===== config.mk =====
export PLATFORM = sky130hd
export DESIGN_NAME = fft_butterfly
export DESIGN_NICKNAME = d
export VERILOG_FILES = /design/src/rtl/fft_pkg.sv /design/src/rtl/cplx_mult.sv /design/src/rtl/fft_butterfly.sv
export SDC_FILE = /design/constraint.sdc
export NUM_CORES = 2
export LEC_CHECK = 0
export BUFFER_PORTS_ARGS = -buffer_cell sky130_fd_sc_hd__buf_2
export CORE_MARGIN = 4
export CORE_UTILIZATION = 60
export CTS_BUF_LIST = sky130_fd_sc_hd__clkbuf_8
export DETAILED_ROUTE_END_ITERATION = 10
export PLACE_DENSITY = 0.8
export RECOVER_POWER = 50
export SETUP_SLACK_MARGIN = 0.1
export SYNTH_ARGS = -nofsm -noshare
export SYNTH_HDL_FRONTEND = slang
export SYNTH_SLANG_ARGS = --single-unit

===== constraint.sdc =====
create_clock -name i_CLK -period 7.3 [get_ports i_CLK]
set_input_delay 1.095 -clock i_CLK [delete_from_list [all_inputs] [get_ports i_CLK]]
set_output_delay 1.095 -clock i_CLK [all_outputs]
set_load 0.005 [all_outputs]

===== src/rtl/fft_pkg.sv =====
// Shared widths, complex type and fixed-point helpers
// for the radix-2 FFT butterfly datapath.
package fft_pkg;

  localparam int FFT_DATA_W    = 16;
  localparam int FFT_TWID_W    = 16;
  localparam int FFT_ADDR_SIZE = 5;

  typedef struct packed {
    logic signed [FFT_DATA_W-1:0] re;
    logic signed [FFT_DATA_W-1:0] im;
  } cplx_t;

  // Clamp v into the signed range of a w-bit value.
  function automatic logic signed [63:0] sat_w(
    input logic signed [63:0] v,
    input int                 w
  );
    logic signed [63:0] hi;
    logic signed [63:0] lo;
    hi = (64'sd1 <<< (w - 1)) - 64'sd1;
    lo = -hi - 64'sd1;
    if (v > hi)
      return hi;
    else if (v < lo)
      return lo;
    else
      return v;
  endfunction

  // Round half up, then arithmetic shift right by sh (sh >= 1).
  function automatic logic signed [63:0] rnd_shr(
    input logic signed [63:0] v,
    input int                 sh
  );
    return (v + (64'sd1 <<< (sh - 1))) >>> sh;
  endfunction

endpackage


===== src/rtl/cplx_mult.sv =====
// Butterfly stage 1: registered four-product complex multiply
// of B by the twiddle, with A, addresses and valid delayed alongside.
module cplx_mult
  import fft_pkg::*;
#(
  parameter int DATA_W    = FFT_DATA_W,
  parameter int TWID_W    = FFT_TWID_W,
  parameter int ADDR_SIZE = FFT_ADDR_SIZE
) (
  input  logic                            clk,
  input  logic                            rst_n,
  input  logic                            valid,
  input  logic [ADDR_SIZE-1:0]            addr_a,
  input  logic [ADDR_SIZE-1:0]            addr_b,
  input  logic signed [DATA_W-1:0]        a_re,
  input  logic signed [DATA_W-1:0]        a_im,
  input  logic signed [DATA_W-1:0]        b_re,
  input  logic signed [DATA_W-1:0]        b_im,
  input  logic signed [TWID_W-1:0]        tw_re,
  input  logic signed [TWID_W-1:0]        tw_im,
  output logic                            valid_q,
  output logic [ADDR_SIZE-1:0]            addr_a_q,
  output logic [ADDR_SIZE-1:0]            addr_b_q,
  output logic signed [DATA_W-1:0]        a_re_q,
  output logic signed [DATA_W-1:0]        a_im_q,
  output logic signed [DATA_W+TWID_W-1:0] p_rr,
  output logic signed [DATA_W+TWID_W-1:0] p_ii,
  output logic signed [DATA_W+TWID_W-1:0] p_ri,
  output logic signed [DATA_W+TWID_W-1:0] p_ir
);

  localparam int PW = DATA_W + TWID_W;

  always_ff @(posedge clk) begin
    if (!rst_n) begin
      valid_q  <= 1'b0;
      addr_a_q <= '0;
      addr_b_q <= '0;
      a_re_q   <= '0;
      a_im_q   <= '0;
      p_rr     <= '0;
      p_ii     <= '0;
      p_ri     <= '0;
      p_ir     <= '0;
    end else begin
      valid_q  <= valid;
      addr_a_q <= addr_a;
      addr_b_q <= addr_b;
      a_re_q   <= a_re;
      a_im_q   <= a_im;
      p_rr     <= PW'(b_re) * PW'(tw_re);
      p_ii     <= PW'(b_im) * PW'(tw_im);
      p_ri     <= PW'(b_re) * PW'(tw_im);
      p_ir     <= PW'(b_im) * PW'(tw_re);
    end
  end

endmodule


===== src/rtl/fft_butterfly.sv =====
// Radix-2 DIT butterfly, 2-cycle pipeline: X = A + W*B, Y = A - W*B.
// Define FFT_BFLY_SCALE_EN to halve X and Y before saturation.
module fft_butterfly
  import fft_pkg::*;
#(
  parameter int DATA_W    = FFT_DATA_W,
  parameter int TWID_W    = FFT_TWID_W,
  parameter int ADDR_SIZE = FFT_ADDR_SIZE
) (
  input  logic                     i_CLK,
  input  logic                     i_RST_N,
  input  logic                     i_valid,
  input  logic [ADDR_SIZE-1:0]     i_addr_A,
  input  logic [ADDR_SIZE-1:0]     i_addr_B,
  input  logic signed [DATA_W-1:0] i_A_re,
  input  logic signed [DATA_W-1:0] i_A_im,
  input  logic signed [DATA_W-1:0] i_B_re,
  input  logic signed [DATA_W-1:0] i_B_im,
  input  logic signed [TWID_W-1:0] i_tw_re,
  input  logic signed [TWID_W-1:0] i_tw_im,
  input  logic                     i_clr_ovf,
  output logic                     o_valid,
  output logic [ADDR_SIZE-1:0]     o_wraddr_A,
  output logic [ADDR_SIZE-1:0]     o_wraddr_B,
  output logic signed [DATA_W-1:0] o_X_re,
  output logic signed [DATA_W-1:0] o_X_im,
  output logic signed [DATA_W-1:0] o_Y_re,
  output logic signed [DATA_W-1:0] o_Y_im,
  output logic                     o_ovf
);

  localparam int PW = DATA_W + TWID_W;

  logic                     v1;
  logic [ADDR_SIZE-1:0]     addr_a1;
  logic [ADDR_SIZE-1:0]     addr_b1;
  logic signed [DATA_W-1:0] a_re1;
  logic signed [DATA_W-1:0] a_im1;
  logic signed [PW-1:0]     p_rr;
  logic signed [PW-1:0]     p_ii;
  logic signed [PW-1:0]     p_ri;
  logic signed [PW-1:0]     p_ir;

  cplx_mult #(
    .DATA_W    (DATA_W),
    .TWID_W    (TWID_W),
    .ADDR_SIZE (ADDR_SIZE)
  ) u_mult (
    .clk      (i_CLK),
    .rst_n    (i_RST_N),
    .valid    (i_valid),
    .addr_a   (i_addr_A),
    .addr_b   (i_addr_B),
    .a_re     (i_A_re),
    .a_im     (i_A_im),
    .b_re     (i_B_re),
    .b_im     (i_B_im),
    .tw_re    (i_tw_re),
    .tw_im    (i_tw_im),
    .valid_q  (v1),
    .addr_a_q (addr_a1),
    .addr_b_q (addr_b1),
    .a_re_q   (a_re1),
    .a_im_q   (a_im1),
    .p_rr     (p_rr),
    .p_ii     (p_ii),
    .p_ri     (p_ri),
    .p_ir     (p_ir)
  );

  logic signed [PW:0]       p_re_w;
  logic signed [PW:0]       p_im_w;
  logic signed [DATA_W:0]   p_re;
  logic signed [DATA_W:0]   p_im;
  logic signed [DATA_W+1:0] sum [4];
  logic signed [63:0]       pre [4];
  logic signed [DATA_W-1:0] res [4];
  logic [3:0]               clip;

  // Component order in sum/res: X_re, X_im, Y_re, Y_im.
  always_comb begin
    p_re_w = {p_rr[PW-1], p_rr} - {p_ii[PW-1], p_ii};
    p_im_w = {p_ri[PW-1], p_ri} + {p_ir[PW-1], p_ir};
    p_re   = (DATA_W+1)'(rnd_shr(64'(p_re_w), TWID_W - 1));
    p_im   = (DATA_W+1)'(rnd_shr(64'(p_im_w), TWID_W - 1));
    sum[0] = {a_re1[DATA_W-1], a_re1[DATA_W-1], a_re1}
           + {p_re[DATA_W], p_re};
    sum[1] = {a_im1[DATA_W-1], a_im1[DATA_W-1], a_im1}
           + {p_im[DATA_W], p_im};
    sum[2] = {a_re1[DATA_W-1], a_re1[DATA_W-1], a_re1}
           - {p_re[DATA_W], p_re};
    sum[3] = {a_im1[DATA_W-1], a_im1[DATA_W-1], a_im1}
           - {p_im[DATA_W], p_im};
    for (int k = 0; k < 4; k++) begin
`ifdef FFT_BFLY_SCALE_EN
      pre[k] = rnd_shr(64'(sum[k]), 1);
`else
      pre[k] = 64'(sum[k]);
`endif
      res[k]  = DATA_W'(sat_w(pre[k], DATA_W));
      clip[k] = (sat_w(pre[k], DATA_W) != pre[k]);
    end
  end

  always_ff @(posedge i_CLK) begin
    if (!i_RST_N) begin
      o_valid    <= 1'b0;
      o_wraddr_A <= '0;
      o_wraddr_B <= '0;
      o_X_re     <= '0;
      o_X_im     <= '0;
      o_Y_re     <= '0;
      o_Y_im     <= '0;
      o_ovf      <= 1'b0;
    end else begin
      o_valid    <= v1;
      o_wraddr_A <= addr_a1;
      o_wraddr_B <= addr_b1;
      o_X_re     <= res[0];
      o_X_im     <= res[1];
      o_Y_re     <= res[2];
      o_Y_im     <= res[3];
      // A fresh overflow beats a simultaneous clear.
      if (v1 && |clip)
        o_ovf <= 1'b1;
      else if (i_clr_ovf)
        o_ovf <= 1'b0;
    end
  end

endmodule


# == Yosys cells after proc, flatten, opt, wreduce, memory -nomap -nowiden ==
# Index checks and enable logic that the tools add are counted.
# W data, S select, Z words.
# totals
reg_bits,247
input_bits,110
elab_cells,54
out_inout_bits,76
# classes
multipliers,4
n_eq_ne,4
addsub,8
reduce_logical,3
magnitude_cmp,8
muxes,10
# op_table
cell,n
$mux W64,8
$ne A64 B18 Y1,4
$mul A16 B16 Y32,4
$gt A18 B16 Y1 const B,4
$lt A18 B16 Y1 const B,4
$add A32 B16 Y32 const B,2
$add A16 B17 Y18,2
$sub A16 B17 Y18,2
$add A32 B32 Y32,1
$sub A32 B32 Y32,1
$reduce_or A4 Y1,1
$mux W1,2
$reduce_bool A2 Y1,1
$logic_and A1 B1 Y1,1

# == Depth between registers and ports, before layout ==
# depth
ltp_word,10
depth_mapped,36
mapped_depth_nobuf,36

# == Modules after synthesis ==
# From an unflattened synthesis, not the netlist that was laid out.
# unflattened
hier_cells,5778
area_unflattened_um2,52396.5
# modules_own_cells
module,cells_per_inst,n_inst,seq_area_each_um2,area_per_inst_um2
cplx_mult,4697,1,3423.3,43488.0
fft_butterfly,1081,1,1521.5,8908.5

# == Least setup slack after synthesis ==
# OpenSTA, ideal clock, no wires.
# synth_path
path_kind,input -> register
from,input i_B_im[10]
to,register u_mult.p_ir[31]
cell_stages,25
setup_ps,71
required_time_ps,7229
slack_ps,15
path_buffers,1
t_arrival_ps,7214
path_cell_list,clkbuf_1 -> nand2_1 -> fa_1 -> inv_1 -> fa_1 -> inv_1 -> fa_1 -> fa_1 -> inv_1 -> fa_1 -> inv_1 -> fa_1 -> inv_1 -> ha_1 -> a21oi_1 -> nor2_1 -> o21a_1 -> a311o_1 -> a21oi_1 -> o31ai_1 -> o41a_1 -> nor2b_1 -> o31a_1 -> or3_1 -> a21oi_1
# synth_via
elab_chain_len,1
# synth_rtl
element,line_no,source
start: declaration,fft_butterfly.sv:18,"input logic signed [DATA_W-1:0] i_B_im,"
$mul A16 B16 Y32,cplx_mult.sv:54,p_ir <= PW'(b_im) * PW'(tw_re);
end signal: assignment,cplx_mult.sv:54,
end: declaration,cplx_mult.sv:29,output logic signed [DATA_W+TWID_W-1:0] p_ir
# No other way between the ends.
# A chain may end at the register's enable or synchronous reset.

# == Worst setup path after layout ==
# layout_path
from,register u_mult.p_ri[2]
to,register o_ovf
# layout_via
elab_chain_len,10
word_cells_on_any_way,18
classes_between,add/sub (4); order compare (4); eq/ne (2); mux (5); reduce/logical (3)
# layout_rtl
element,line_no,source
start: declaration,cplx_mult.sv:28,"output logic signed [DATA_W+TWID_W-1:0] p_ri,"
start signal: assignment,cplx_mult.sv:53,p_ri <= PW'(b_re) * PW'(tw_im);
$add A32 B32 Y32 (*),fft_butterfly.sv:83,"p_im_w = {p_ri[PW-1], p_ri} + {p_ir[PW-1], p_ir};"
$add A32 B16 Y32 (*),fft_pkg.sv:36,return (v + (64'sd1 <<< (sh - 1))) >>> sh;
$add A16 B17 Y18 / $sub A16 B17 Y18 (equally long branches),"fft_butterfly.sv:89, fft_butterfly.sv:93",
$lt A18 B16 Y1,fft_pkg.sv:25,else if (v < lo)
$mux W64,fft_pkg.sv:25,
$mux W64,fft_pkg.sv:23,if (v > hi)
$ne A64 B18 Y1,fft_butterfly.sv:101,"clip[k] = (sat_w(pre[k], DATA_W) != pre[k]);"
$reduce_or A4 Y1 (*),fft_butterfly.sv:124,if (v1 && |clip)
$logic_and A1 B1 Y1 (*),fft_butterfly.sv:124,
$mux W1 / $reduce_bool A2 Y1 (equally long branches),-,
end signal: assignment,fft_butterfly.sv:114,o_ovf <= 1'b0;
end signal: assignment,fft_butterfly.sv:125,o_ovf <= 1'b1;
end signal: assignment,fft_butterfly.sv:127,o_ovf <= 1'b0;
end: declaration,fft_butterfly.sv:29,output logic o_ovf
# Every way passes the cells marked *; elsewhere a longest branch is shown, timed or not.

==> impl_metrics.ini <==
[status]
status = finished, violations left
failed_checks = capacitance limit, slew limit

[sta]
setup_viol = 0
skew_ns = 0.0295
hold_viol = 0
fin_crit_ns = 7.02
maxSlewViolCount = 113
post-route-period-util = 0.962
slew_headroom = -1.15
fmax_ghz = 0.142
setup_tns_ns = 0
rsz0062_at_grt = yes
worst_slew_pin_slew_ns = 3.23
setup_slack_ns = 0.277

[die]
core_sq_um = 86600
dieArea_sq_um = 92100
row_count = 108
die_h_um = 303
die_w_um = 303
io_pins = 186
initial_core_util = 0.605

[synthesis]
synth_edf_count = 0
async_reset_ff_frac = 0
syn_inst = 5845
avgSynthCellArea_sq_um = 8.96
ys_warn_count = 0
synth_top_area_share = 0.402
synthTopCellsByArea = fa_1 (40%), ha_1 (13%), dfxtp_1 (9.4%)
yosys.area.top_type = fa_1
synth-seq-cells = 247
synthMostInstantiatedCell = inv_1
synth_common_cells = inv_1 (1247), fa_1 (1052), nand2_1 (649)
synthesis.area_sq_um = 52400
synth_seq_area_share = 0.0944
synth_fp_nets = 7535
yosysUniqueCellTypes = 92
ys.flop_type = dfxtp_1

[hold_path]
whs_path_depth = 1
min_path_type = register to register
hold_end = o_wraddr_B[4]
hold_path.startpoint = u_mult.addr_b_q[4]

[route]
routedWlPerCell_um = 19.0
ant_nets = 0
wl_um = 140000
via_count = 40420
dr.first_iter.drc_count = 2644
first_pass_iters = 8
drc = 0
vias_per_cell = 5.46

[cts]
ctsHoldBuffers = 0
htree_levels = 2
cts-root-buf = clkbuf_8
path_clk_slew_ns = 0.06
clock_path_buffers = 3
cts_sinks = 247
cts_buffers = 45
insertion_delay_ns = 0.66
cts_tree = done

[cells_and_area]
syn2layout_area_growth_pct = 11.2
drive_gt1_frac = 0.104
seq_area_sq_um = 4940
multi_input_area_sq_um = 42000
finalNetCount = 7901
stdcell_area_sq_um = 58200
nFillCells = 6757

[global_route]
grt_pass1_wl_um = 228000
grt_pass1_vias = 43876
grt_overflow = 0
antenna_found_initial = 9
track_usage = 0.316
grt_start_max_net_pins = 71

[worst_setup_path]
slowest_stage = or4_4
worstRegToRegCells = 29
worst-r2r-setup-slack_ns = 0.28
reg2reg_from = u_mult.p_ri[2]
cpLargestDelayFamily = compound AO/OA/AOI/OAI gates
cp-end-kind = register
slowest_delay_ns = 0.55
required_ns = 7.81
cp.arrival_ns = 7.53
worstSetupPathType = register to register
reg2reg_to = o_ovf
cp_num_buf_inv = 5
path_max_fanout = 4
critPathLaunchType = register

[placed_design]
place_hpwl_um = 117000
gp_congestion = 0.982
place_ws_ns = -0.561
place_area_sq_um = 56900
port_buffers = 185

[job]
cap_violations = 2
[flip-flops by register name (all words and copies together), names as in the netlist]
| name | flops |
|---|---|
| o_valid | 1 |
| u_mult.p_ri | 32 |
| u_mult.a_im_q | 16 |
| o_wraddr_A | 5 |
| o_ovf | 1 |
| u_mult.addr_b_q | 5 |
| u_mult.p_ii | 32 |
| o_Y_im | 16 |
| o_X_im | 16 |
| u_mult.a_re_q | 16 |
| o_X_re | 16 |
| u_mult.valid_q | 1 |
| o_wraddr_B | 5 |
| o_Y_re | 16 |
| u_mult.p_ir | 32 |
| u_mult.addr_a_q | 5 |
| u_mult.p_rr | 32 |
[worst register-to-register path, delay by kind of cell (launching register included)]
kind / cells / cell delay (ns)
AOI/OAI and AO/OA: 10 / 2.60
buffers and inverters: 5 / 0.74
and+or+nand+nor: 7 / 1.55
muxes: 1 / 0.06
DFF: 1 / 0.30
xor gates and xnor gates: 2 / 0.47
adders and majority gates: 4 / 1.19
[cells in the final DEF, fill, tap and decap left out, types with 60 or more instances in the layout]
cell,n
buf_2,117
dfxtp_1,247
ha_1,524
clkbuf_1,66
xor2_1,64
xnor2_1,144
a21oi_1,175
nand2b_1,87
fa_1,1052
and2_1,451
inv_1,1252
o21ai_0,60
nand2_1,649
buf_4,358
nor2_1,301
[final cells by class]
type,instances,share of cell area
antenna,7,0.000301
clock buffer,54,0.0128
clock inverter,28,0.00582
inverter,1252,0.0808
multi-input combinational,4097,0.721
sequential,247,0.0849
tap,1155,0.0248
timing repair buffer,568,0.0691
[per-stage QoR]
stage	util	hold WS [ns]	std cells
finish	0.672	0.432	7408
global route	0.672	0.444	7406
CTS	0.669	0.434	7392
detailed placement	0.657	0.419	7310
global placement	0.657	0.414	7310
floorplan	-	0.412	5845
[how the worst max path moves through the flow]
stage                          from               to  cells past startpoint
global placement          i_B_im[6]  u_mult.p_ii[29]                     27
finish               u_mult.p_ri[2]            o_ovf                     29
CTS                 u_mult.p_rr[10]            o_ovf                     30
detailed placement        i_B_im[6]  u_mult.p_ii[31]                     27
floorplan                 i_B_im[6]  u_mult.p_ir[31]                     25
global route        u_mult.p_rr[10]            o_ovf                     34
[routing by layer]
| metal | global-route usage | vias to the layer above | routed length [um] |
|---|---|---|---|
| li1 | - | 18370 | - |
| met1 | 0.405 | 20001 | 55300 |
| met2 | 0.509 | 1652 | 63600 |
| met3 | 0.0743 | 397 | 12900 |
| met4 | 0.151 | 0 | 8520 |
| met5 | 0 | - | 0 |
[cell families after synthesis]
group           after synthesis  share of synthesized area
fa+ha+maj                  1580                      0.528
buf+inv                    1501                      0.108
mux                           7                    0.00136
compound gates              533                     0.0675
xor+xnor                    211                     0.0358
simple gates               1766                      0.165
flops                       247                     0.0944
[repair_timing]
item / in CTS / in global routing
pin swaps: 0 / 16
endpoints found under the setup margin: 3 / 6
resized for setup: 2 / 53
setup buffers: 0 / 9
cloned: 0 / 0
Power is left out: the tool's default activity adds up to more than one toggle a clock period on the data nets, which glitch-free logic cannot reach.
